==> src/rtl/xnor_cmp_pkg.sv <==
// Shared types and width helpers for the bit-serial XNOR word comparator.
// Both the top level and the bench import this package.
package xnor_cmp_pkg;

  typedef enum logic {ACCUM, HOLD} cmp_state_t;

  // Ceiling log2, usable in parameter defaults; returns 0 for value <= 1.
  function automatic int cmp_clog2(input int value);
    int result;
    int remain;
    result = 0;
    remain = value - 1;
    while (remain > 0) begin
      result = result + 1;
      remain = remain >> 1;
    end
    return result;
  endfunction

endpackage

==> src/rtl/xnor_bit.sv <==
// Single 2-input XNOR equality cell: y is 1 when a and b agree (00 or 11).
module xnor_bit (
  input  logic a,
  input  logic b,
  output logic y
);

  assign y = ~(a ^ b);

endmodule

==> src/rtl/xnor_stream_comparator.sv <==
// Bit-serial word comparator: accumulates per-beat XNOR matches over a frame
// of WORD_LEN pairs and presents a handshaked equal/count/first-index verdict.
module xnor_stream_comparator
  import xnor_cmp_pkg::*;
#(
  parameter int WORD_LEN = 8,
  parameter int CNT_W    = cmp_clog2(WORD_LEN + 1),
  parameter int IDX_W    = cmp_clog2(WORD_LEN)
) (
  input  logic             clk,
  input  logic             rst_n,
  input  logic             clear,
  input  logic             in_valid,
  output logic             in_ready,
  input  logic             in_a,
  input  logic             in_b,
  output logic             res_valid,
  input  logic             res_ready,
  output logic             res_equal,
  output logic [CNT_W-1:0] res_mismatch_cnt,
  output logic [IDX_W-1:0] res_first_idx
);

  localparam logic [IDX_W-1:0] LAST_IDX = IDX_W'(WORD_LEN - 1);
  localparam logic [IDX_W-1:0] IDX_ONE  = IDX_W'(1);
  localparam logic [CNT_W-1:0] CNT_ONE  = CNT_W'(1);

  cmp_state_t       state_q;
  cmp_state_t       state_d;
  logic [IDX_W-1:0] bit_idx;
  logic [CNT_W-1:0] acc_cnt;
  logic [IDX_W-1:0] acc_first;
  logic             seen;
  logic             match;
  logic             accept;
  logic             last_beat;
  logic [CNT_W-1:0] final_cnt;
  logic [IDX_W-1:0] final_first;

  xnor_bit u_match (
    .a (in_a),
    .b (in_b),
    .y (match)
  );

  // A pair presented together with clear is dropped, even though in_ready is high.
  always_comb begin
    in_ready    = (state_q == ACCUM);
    res_valid   = (state_q == HOLD);
    accept      = in_valid && in_ready && !clear;
    last_beat   = (bit_idx == LAST_IDX);
    final_cnt   = match ? acc_cnt : (acc_cnt + CNT_ONE);
    final_first = '0;
    if (seen) begin
      final_first = acc_first;
    end else if (!match) begin
      final_first = bit_idx;
    end
  end

  always_comb begin
    state_d = state_q;
    case (state_q)
      ACCUM: begin
        if (accept && last_beat) begin
          state_d = HOLD;
        end
      end
      HOLD: begin
        if (clear || res_ready) begin
          state_d = ACCUM;
        end
      end
      default: state_d = ACCUM;
    endcase
  end

  always_ff @(posedge clk) begin
    if (!rst_n) begin
      state_q <= ACCUM;
    end else begin
      state_q <= state_d;
    end
  end

  // Accumulators restart on the last beat so the next frame begins clean.
  always_ff @(posedge clk) begin
    if (!rst_n || clear) begin
      bit_idx   <= '0;
      acc_cnt   <= '0;
      acc_first <= '0;
      seen      <= 1'b0;
    end else if (accept) begin
      if (last_beat) begin
        bit_idx   <= '0;
        acc_cnt   <= '0;
        acc_first <= '0;
        seen      <= 1'b0;
      end else begin
        bit_idx <= bit_idx + IDX_ONE;
        if (!match) begin
          acc_cnt <= acc_cnt + CNT_ONE;
          if (!seen) begin
            acc_first <= bit_idx;
            seen      <= 1'b1;
          end
        end
      end
    end
  end

  // Result data is only written on a completed frame and otherwise holds.
  always_ff @(posedge clk) begin
    if (!rst_n) begin
      res_equal        <= 1'b0;
      res_mismatch_cnt <= '0;
      res_first_idx    <= '0;
    end else if (accept && last_beat) begin
      res_equal        <= (final_cnt == '0);
      res_mismatch_cnt <= final_cnt;
      res_first_idx    <= final_first;
    end
  end

endmodule

==> config.mk <==
export PLATFORM = sky130hd
export DESIGN_NAME = xnor_stream_comparator
export DESIGN_NICKNAME = d
export VERILOG_FILES = /design/src/rtl/xnor_cmp_pkg.sv /design/src/rtl/xnor_bit.sv /design/src/rtl/xnor_stream_comparator.sv
export SDC_FILE = /design/constraint.sdc
export NUM_CORES = 1
export LEC_CHECK = 0
export BUFFER_PORTS_ARGS = -buffer_cell sky130_fd_sc_hd__buf_2
export CORE_MARGIN = 8
export CORE_UTILIZATION = 33
export CTS_CLUSTER_DIAMETER = 200
export CTS_CLUSTER_SIZE = 20
export DETAILED_ROUTE_END_ITERATION = 7
export GPL_TIMING_DRIVEN = 0
export HOLD_SLACK_MARGIN = 0.06
export SLEW_MARGIN = 10
export SYNTH_ARGS = -nofsm -noshare
export SYNTH_HDL_FRONTEND = slang
export SYNTH_SLANG_ARGS = --single-unit
==> constraint.sdc <==
create_clock -name clk -period 2 [get_ports clk]
set_input_delay 0.1 -clock clk [delete_from_list [all_inputs] [get_ports clk]]
set_output_delay 0.1 -clock clk [all_outputs]
set_load 0.02 [all_outputs]
# After elaboration in Yosys (flattened, before gate mapping)
# Cells that the tools add are included.
totals:
  ff_bits: 20
  output_inout_bits: 10
  in_bits: 7
  wordCells: 38
op_classes:
  muxes: 13
  add_sub_neg: 2
  bitwise: 2
  n_eq_ne: 2
  n_reduce_logical: 11
op_table:
  columns: ["op", "n"]
  rows:
  - ["3-bit 2-to-1 mux", 6]
  - ["4-bit 2-to-1 mux", 2]
  - ["4-bit by 1-bit adder with 4-bit output (second input constant)", 1]
  - ["4-bit logical NOT", 1]
  - ["1-bit 2-to-1 mux", 4]
  - ["3-bit by 1-bit adder with 3-bit output (second input constant)", 1]
  - ["3-bit == test (second input constant)", 1]
  - ["1-bit logical AND", 3]
  - ["3-bit AND reduction", 1]
  - ["1-bit logical NOT", 2]
  - ["1-bit logical OR", 2]
  - ["2-bit by 1-bit inequality test with 1-bit output (second input constant)", 1]
  - ["1-bit case mux with 2 select lines", 1]
  - ["2-bit AND reduction", 1]
  - ["2-bit nonzero test", 1]
  - ["1-bit NOT", 1]
  - ["1-bit bitwise XOR", 1]

# Longest topological paths before layout
# Gate-level depths: netlist (run 1).
logic_depth:
  ltp_word: 6
  depth_mapped: 6
  mapped_depth_nobuf: 5

# Modules after synthesis
# From an unflattened synthesis (run 1), not the netlist that was laid out.
hier_totals:
  hier_cells: 108
  hier_area_um2: 997.2
by_module_without_submodules:
  columns: ["module", "area_per_inst_um2", "seq_area_each_um2", "instances", "cells_each"]
  rows:
  - ["xnor_stream_comparator", 988.4, 400.4, 1, 107]
  - ["xnor_bit", 8.8, 0.0, 1, 1]

# Worst setup path after synthesis (run 1)
# Ideal clock, no wire load.
synth_timing:
  path_kind: "register to register"
  start: "reg state_q (netlist: res_valid)"
  end: "reg acc_cnt[2]"
  setup_ps: 70
  path_buffers: 0
  path_slack_ps: 445
  t_arrival_ps: 1484
  path_stages_with_launch: 4
  synth_period_minus_slack_ps: 1555
  required_ps: 1930
  cell_sequence: "dfxtp_1 or3b_2 or4_1 a21oi_1"
synth_between:
  elab_chain_len: 3
synth_lines:
  columns: ["item", "line", "source"]
  rows:
  - ["start, declared", "xnor_stream_comparator.sv:28", "cmp_state_t state_q;"]
  - ["start signal, assigned", "xnor_stream_comparator.sv:82", "state_q <= state_d;"]
  - ["1-bit NOT", null, null]
  - ["1-bit logical AND (2 in a row)", "xnor_stream_comparator.sv:50", "accept = in_valid && in_ready && !clear;"]
  - ["end signal, assigned", "xnor_stream_comparator.sv:102", "acc_cnt <= acc_cnt + CNT_ONE;"]
  - ["end, declared", "xnor_stream_comparator.sv:31", "logic [CNT_W-1:0] acc_cnt;"]
# No other way between the ends.
# A chain may end at the register's enable or synchronous reset.

# Worst setup path after layout (run 1)
layout_timing:
  start: "reg state_q (netlist: res_valid)"
  end: "reg res_first_idx[2]"
layout_between:
  elab_chain_len: 4
layout_lines:
  columns: ["item", "line", "source"]
  rows:
  - ["1-bit NOT", null, null]
  - ["1-bit logical AND (2 in a row)", "xnor_stream_comparator.sv:50", null]
  - ["1-bit logical AND", "xnor_stream_comparator.sv:118", "end else if (accept && last_beat) begin"]
  - ["end signal, assigned", "xnor_stream_comparator.sv:121", "res_first_idx <= final_first;"]
  - ["end, declared", "xnor_stream_comparator.sv:21", "output logic [IDX_W-1:0] res_first_idx"]
# No other way between the ends.

==> metrics.txt, run 1 <==
Iteration-0 DRC Markers=32; Post-Synthesis Cells=111; clock skew=between 0.002 and 0.0025 ns; pin count of the biggest net entering global routing=12; HPWL Detailed=1576 µm; Worst setup EP type=register; top cells by area, synth=dfxtp_1, a21oi_1, ha_1; arrival time worst endpoint=1.97 ns; HP Start=rst_n; post-synth net total=between 100 and 150; Ports=17; clk_lat worst skew=0.31 ns; Initial DRT Pass Iterations=4; share of layout cells above drive strength 1=17.42%; cells along the critical path=nor3b_1, nand2_1, a221oi_1, nor3_1; Critical Path Start=res_valid; critical path required time=2.20 ns; max cap viols=0; Die W=69.22 µm; final slew viol count=0; largest area contributor in the netlist=dfxtp_1; synth cell count leaders=dfxtp_1, a21oi_1, nand2_1, nor2_1, nor3_1; CTS tree=done; Hold Path Class=input port to register; WHS=0.07989 ns; Final Cycle Share=88.31%; clock root buffer=clkbuf_4; synthesized area per cell=8.420 µm²; Core Area=2734 µm²; RR Startpoint=res_valid; P&R area growth vs syn=17.67%; Clock Tree Buf Depth=2; Die ar.=~4800 µm²; slowest cell on the critical path=nor3b_1; slowest cell delay on critical path=~0.6 ns; DR vias=approximately 860; Total GRT Usage=between 9 and 10%; Starting Density=34.19%; Num CTS Buffers=3; Final setup viols=0; fmax=roughly 570 MHz; final hold vios=0; VDD IR max=0.3776 mV; die height=69.22 µm; post-layout minimum cycle time=approximately 1.8 ns; RSZ-0062 raised after global routing=false; IO Port Bufs=16; vias per cell=between 5 and 6; WL/cell=roughly 12 µm; LEAKAGE=between 0.4 and 0.5 nW; # diodes=0; vias in the first global route=between 800 and 900; outcome=completed; Post-Route WL=2032 µm; Main synth FF type=dfxtp_1; worst slew pin tran=0.6984 ns; placed cells=158; relative slew slack=a little over half; Synth Register Bits=20; Yosys warnings=0; most common cell in the netlist=dfxtp_1; Critical Path Start Type=register; setup_tns=0 ns; asr flop ratio synth=0%; first-pass GRT wire length=between 3000 and 4000 µm; synthesized cell area=934.6 µm²; cts repair resizes=0; initial antenna violation count=0; Post-route DRC=0; H-tree depth=1; Finished Layout Cells=163; Distinct cells, synth=31; sequential cell area fraction in the yosys report=42.84%; GR Overflow Total=0; Placer Congestion=slightly below 0.8; Worst-path clk slew=0.11 ns; Post-synth EDFFs=0; Critical path buffers and inverters=0; Synth top area share=between 40 and 50%; crit-path max FO=7; CTS Sinks=20; cell family with most CP delay=simple AND/OR/NAND/NOR gates; # rows=19; pwr dens=632.2 nW/µm²; final net count=145; antenna viol nets, final=0; CP Class=register to register
## registers in the layout (all words and copies together), names as in the netlist
name              flops
bit_idx               3
res_mismatch_cnt      4
res_equal             1
res_valid             1
seen                  1
res_first_idx         3
acc_cnt               4
acc_first             3
## cell usage in the layout (no fill, tap or decap), drive strengths merged, types with 2 or more instances in the layout
master / instances
a211oi: 2
a21oi: 15
a221oi: 3
buf: 17
clkbuf: 6
dfxtp: 20
ha: 5
inv: 4
nand2: 11
nand3: 3
nor2: 10
nor3: 7
o21ai: 6
or3: 3
xnor2: 2
xor2: 2
## worst register-to-register path, stage by stage (launching register included)
cell and delay, ns:
dfxtp_1 0.34, nor3b_1 0.60, nand2_1 0.32, a221oi_1 0.33, nor3_1 0.07
## kinds of logic after synthesis
kind of cell / count (synthesis) / synth area share (%)
AO/OA/AOI/OAI: 29 / 18.47
adder cells (fa/ha/maj): 5 / 6.693
flip-flops: 20 / 42.84
AND/OR/NAND/NOR: 45 / 24.23
XOR/XNOR: 4 / 3.749
multiplexers: 1 / 1.071
buffers and inverters: 7 / 2.944
## through the flow
step	util, %	power (mW)	setup slack, ns	cell area [µm²]
global placement	38.54	0.4666	0.2686	1054
CTS	40.23	0.7078	0.2296	1100
floorplan	-	0.4485	0.4452	934.6
global route	40.23	0.7297	0.03516	1100
detailed placement	38.54	0.4673	0.2426	1054
finish	40.23	0.6953	0.2338	1100
## power by group
part	leakage, nW	total (mW)	switching [mW]	internal (mW)
clock network	0.0210	0.236	0.124	0.111
logic	0.245	0.0567	0.0357	0.0211
registers	0.161	0.403	0.00295	0.400
total	0.428	0.695	0.163	0.532
## final timing paths
path / to / slack, ns / cells past startpoint
min reg2reg: res_mismatch_cnt[0] / 0.48 / 2
max: res_first_idx[2] / 0.23 / 4
max reg2reg: res_first_idx[2] / 0.23 / 4
min: seen / 0.08 / 3
## metal layers
metal	vias to the layer above	global-route usage [%]	share of wire (%)
met4	0	7.289	3.4
met5	-	0	0
li1	446	-	-
met2	26	13.52	42
met1	380	10.65	49
met3	5	2.861	6.0
## final cells by class
type,instances,area (µm²)
Fill cell,287,1634
Tap cell,31,38.79
Clock buffer,4,36.28
Inverter,4,15.01
Multi-Input combinational cell,84,506.7
Timing Repair Buffer,17,90.09
Sequential cell,20,400.4
Buffer,3,12.51
## what timing repair did
action / 4_1_cts / 5_1_grt
buffers inserted: 0 / 0
hold buffers: 1 / 0
hold endpoints to repair: 1 / 0
setup endpoints to repair: 0 / 0
(Power assumes the default switching activity.)
==> inputs of run 2 (changes only) <==
--- a/config.mk
+++ b/config.mk
@@ -7,12 +7,13 @@
 export LEC_CHECK = 0
 export BUFFER_PORTS_ARGS = -buffer_cell sky130_fd_sc_hd__buf_2
 export CORE_MARGIN = 8
-export CORE_UTILIZATION = 33
+export CORE_UTILIZATION = 45
 export CTS_CLUSTER_DIAMETER = 200
 export CTS_CLUSTER_SIZE = 20
 export DETAILED_ROUTE_END_ITERATION = 7
 export GPL_TIMING_DRIVEN = 0
 export HOLD_SLACK_MARGIN = 0.06
+export PLACE_DENSITY = 0.67
 export SLEW_MARGIN = 10
 export SYNTH_ARGS = -nofsm -noshare
 export SYNTH_HDL_FRONTEND = slang
==> run 2 against run 1 <==
Clock skew up 0.0054 ns. Critical path type unchanged. Hold slack gained 0.0072 ns. Die area decreased by 21%. Total power increased by 13%. Sequential cell count stayed put. First-iteration DRC count is 25% lower. Global-route usage up 1.7 points. Largest cell class unchanged. Sequential share of layout area fell by 0.37 points. Register-to-register slack is essentially flat. Critical path depth unchanged. Setup slack improved by 0.0032 ns. Clock-buffer cell count decreased by 1.
==> metrics.txt, run 2 (synthesis results as in run 1) <==
fmax=567.2 MHz (+0.18%); vias per cell=5.321 (+1.2%); final slew viol count=0 (unchanged); Clock Tree Buf Depth=2 (unchanged); HPWL Detailed=1529 µm (-3.0%); Final setup viols=0 (unchanged); GR Overflow Total=0 (unchanged); Starting Density=47.64% (+13 points); # diodes=0 (unchanged); relative slew slack=53.33% (about the same); CTS Sinks=20 (unchanged); die height=61.58 µm (-11%); Regs by FF count=acc_cnt (4), res_mismatch_cnt (4); final net count=145 (unchanged); worst slew pin tran=0.6986 ns (+0.0001556 ns); arrival time worst endpoint=1.96 ns (about the same); cts repair resizes=0 (unchanged); vias in the first global route=759 (-6.8%); Post-Route WL=1922 µm (-5.4%); Die W=61.58 µm (-11%); IO Port Bufs=16 (unchanged); Iteration-0 DRC Markers=24 (-25%); DR vias=846 (-1.3%); Final Cycle Share=88.15% (-0.16 points); pwr dens=704.2 nW/µm² (+11%); Core Area=1962 µm² (-28%); Critical Path Start Type=register; first-pass GRT wire length=3174 µm (-13%); Num CTS Buffers=3 (unchanged); RSZ-0062 raised after global routing=false; Post-route DRC=0 (unchanged); setup_tns=0 ns (unchanged); clk_lat worst skew=0.30 ns (about the same); post-CTS setup buffers=0 (unchanged); outcome=completed; LEAKAGE=0.4345 nW (+1.6%); hold-fix buffers at CTS=1 (unchanged); H-tree depth=1 (unchanged); antenna viol nets, final=0 (unchanged); CP Class=register to register; final hold vios=0 (unchanged); WL/cell=12.09 µm (-3.0%); Worst setup EP type=register; Total GRT Usage=10.83% (+1.7 points); clock skew=0.007796 ns (+0.005422 ns); Ports=17 (unchanged); Worst-path clk slew=0.11 ns (about the same); VDD IR max=0.6393 mV (+69%); most common cell after layout, fill and taps aside=dfxtp_1; critical path required time=2.19 ns (about the same); initial antenna violation count=0 (unchanged); share of layout cells above drive strength 1=17.42% (unchanged); pin count of the biggest net entering global routing=13 (+1); Post-Layout Inst Area=1111 µm² (+1.0%); clock root buffer=clkbuf_4; Initial DRT Pass Iterations=4 (unchanged); CTS tree=done; post-layout minimum cycle time=1.763 ns (-0.003223 ns); total power=0.7824 mW (+13%); # rows=16 (-3); P&R area growth vs syn=18.88%; DP Area=1049 µm² (-0.47%); Placer Congestion=0.7529 (-5.1%); max cap viols=0 (unchanged); crit-path max FO=7 (unchanged); most frequent cells in the layout=dfxtp_1, buf_2, a21oi_1; Hold Path Class=input port to register; Die ar.=3791 µm² (-21%)
[run 2: cell types whose count changed in the layout (fill, tap and decap cells not counted)]
cell / delta
clkbuf_8: -1
bufinv_16: +1
[run 2: stage by stage]
| stage | setup WS [ns] | utilization (%) | std cells | hold WS (ns) |
|---|---|---|---|---|
| finish | 0.2370 | 56.63 | 159 | 0.08713 |
| global route | 0.06441 | 56.63 | 159 | 0.08764 |
| CTS | 0.2434 | 56.63 | 159 | 0.07795 |
| detailed placement | 0.2613 | 53.44 | 154 | 0.3700 |
| global placement | 0.2807 | 53.44 | 154 | 0.3653 |
| floorplan | 0.4452 | - | 111 | 0.2511 |
[run 2: worst paths after layout]
kind	cells after the start	endpoint	slack, ns	from
worst max-delay path	4	res_first_idx[2]	0.24	res_valid
worst max register to register	4	res_first_idx[2]	0.24	res_valid
worst min-delay path	2	res_equal	0.09	rst_n
worst min register to register	2	res_mismatch_cnt[0]	0.47	res_mismatch_cnt[0]
[run 2: final cells by class]
type	count	area (µm²)
fill	202	850.8
multi-input combinational	84	506.7
sequential	20	400.4
timing repair buffer	17	90.09
tap	27	33.78
clock inverter	1	30.03
clock buffer	3	22.52
inverter	4	15.01
buffer	3	12.51
[run 2: routing by layer]
metal	track usage (%)	part of all wire, %
met4	0.9740	0.42
met3	5.219	7.9
met1	12.44	48
met2	18.32	44
met5	0	0
[run 2: report_power, final]
part           internal [mW]  total (mW)  switching [mW]
combinational         0.0211      0.0556          0.0345
sequential             0.400       0.403         0.00309
clock                  0.202       0.324           0.121
[run 2: critical path, stage by stage, from the launching register on]
cell and delay [ns]:
dfxtp_1 0.35, nor3b_1 0.60, nand2_1 0.32, a221oi_1 0.32
nor3_1 0.07
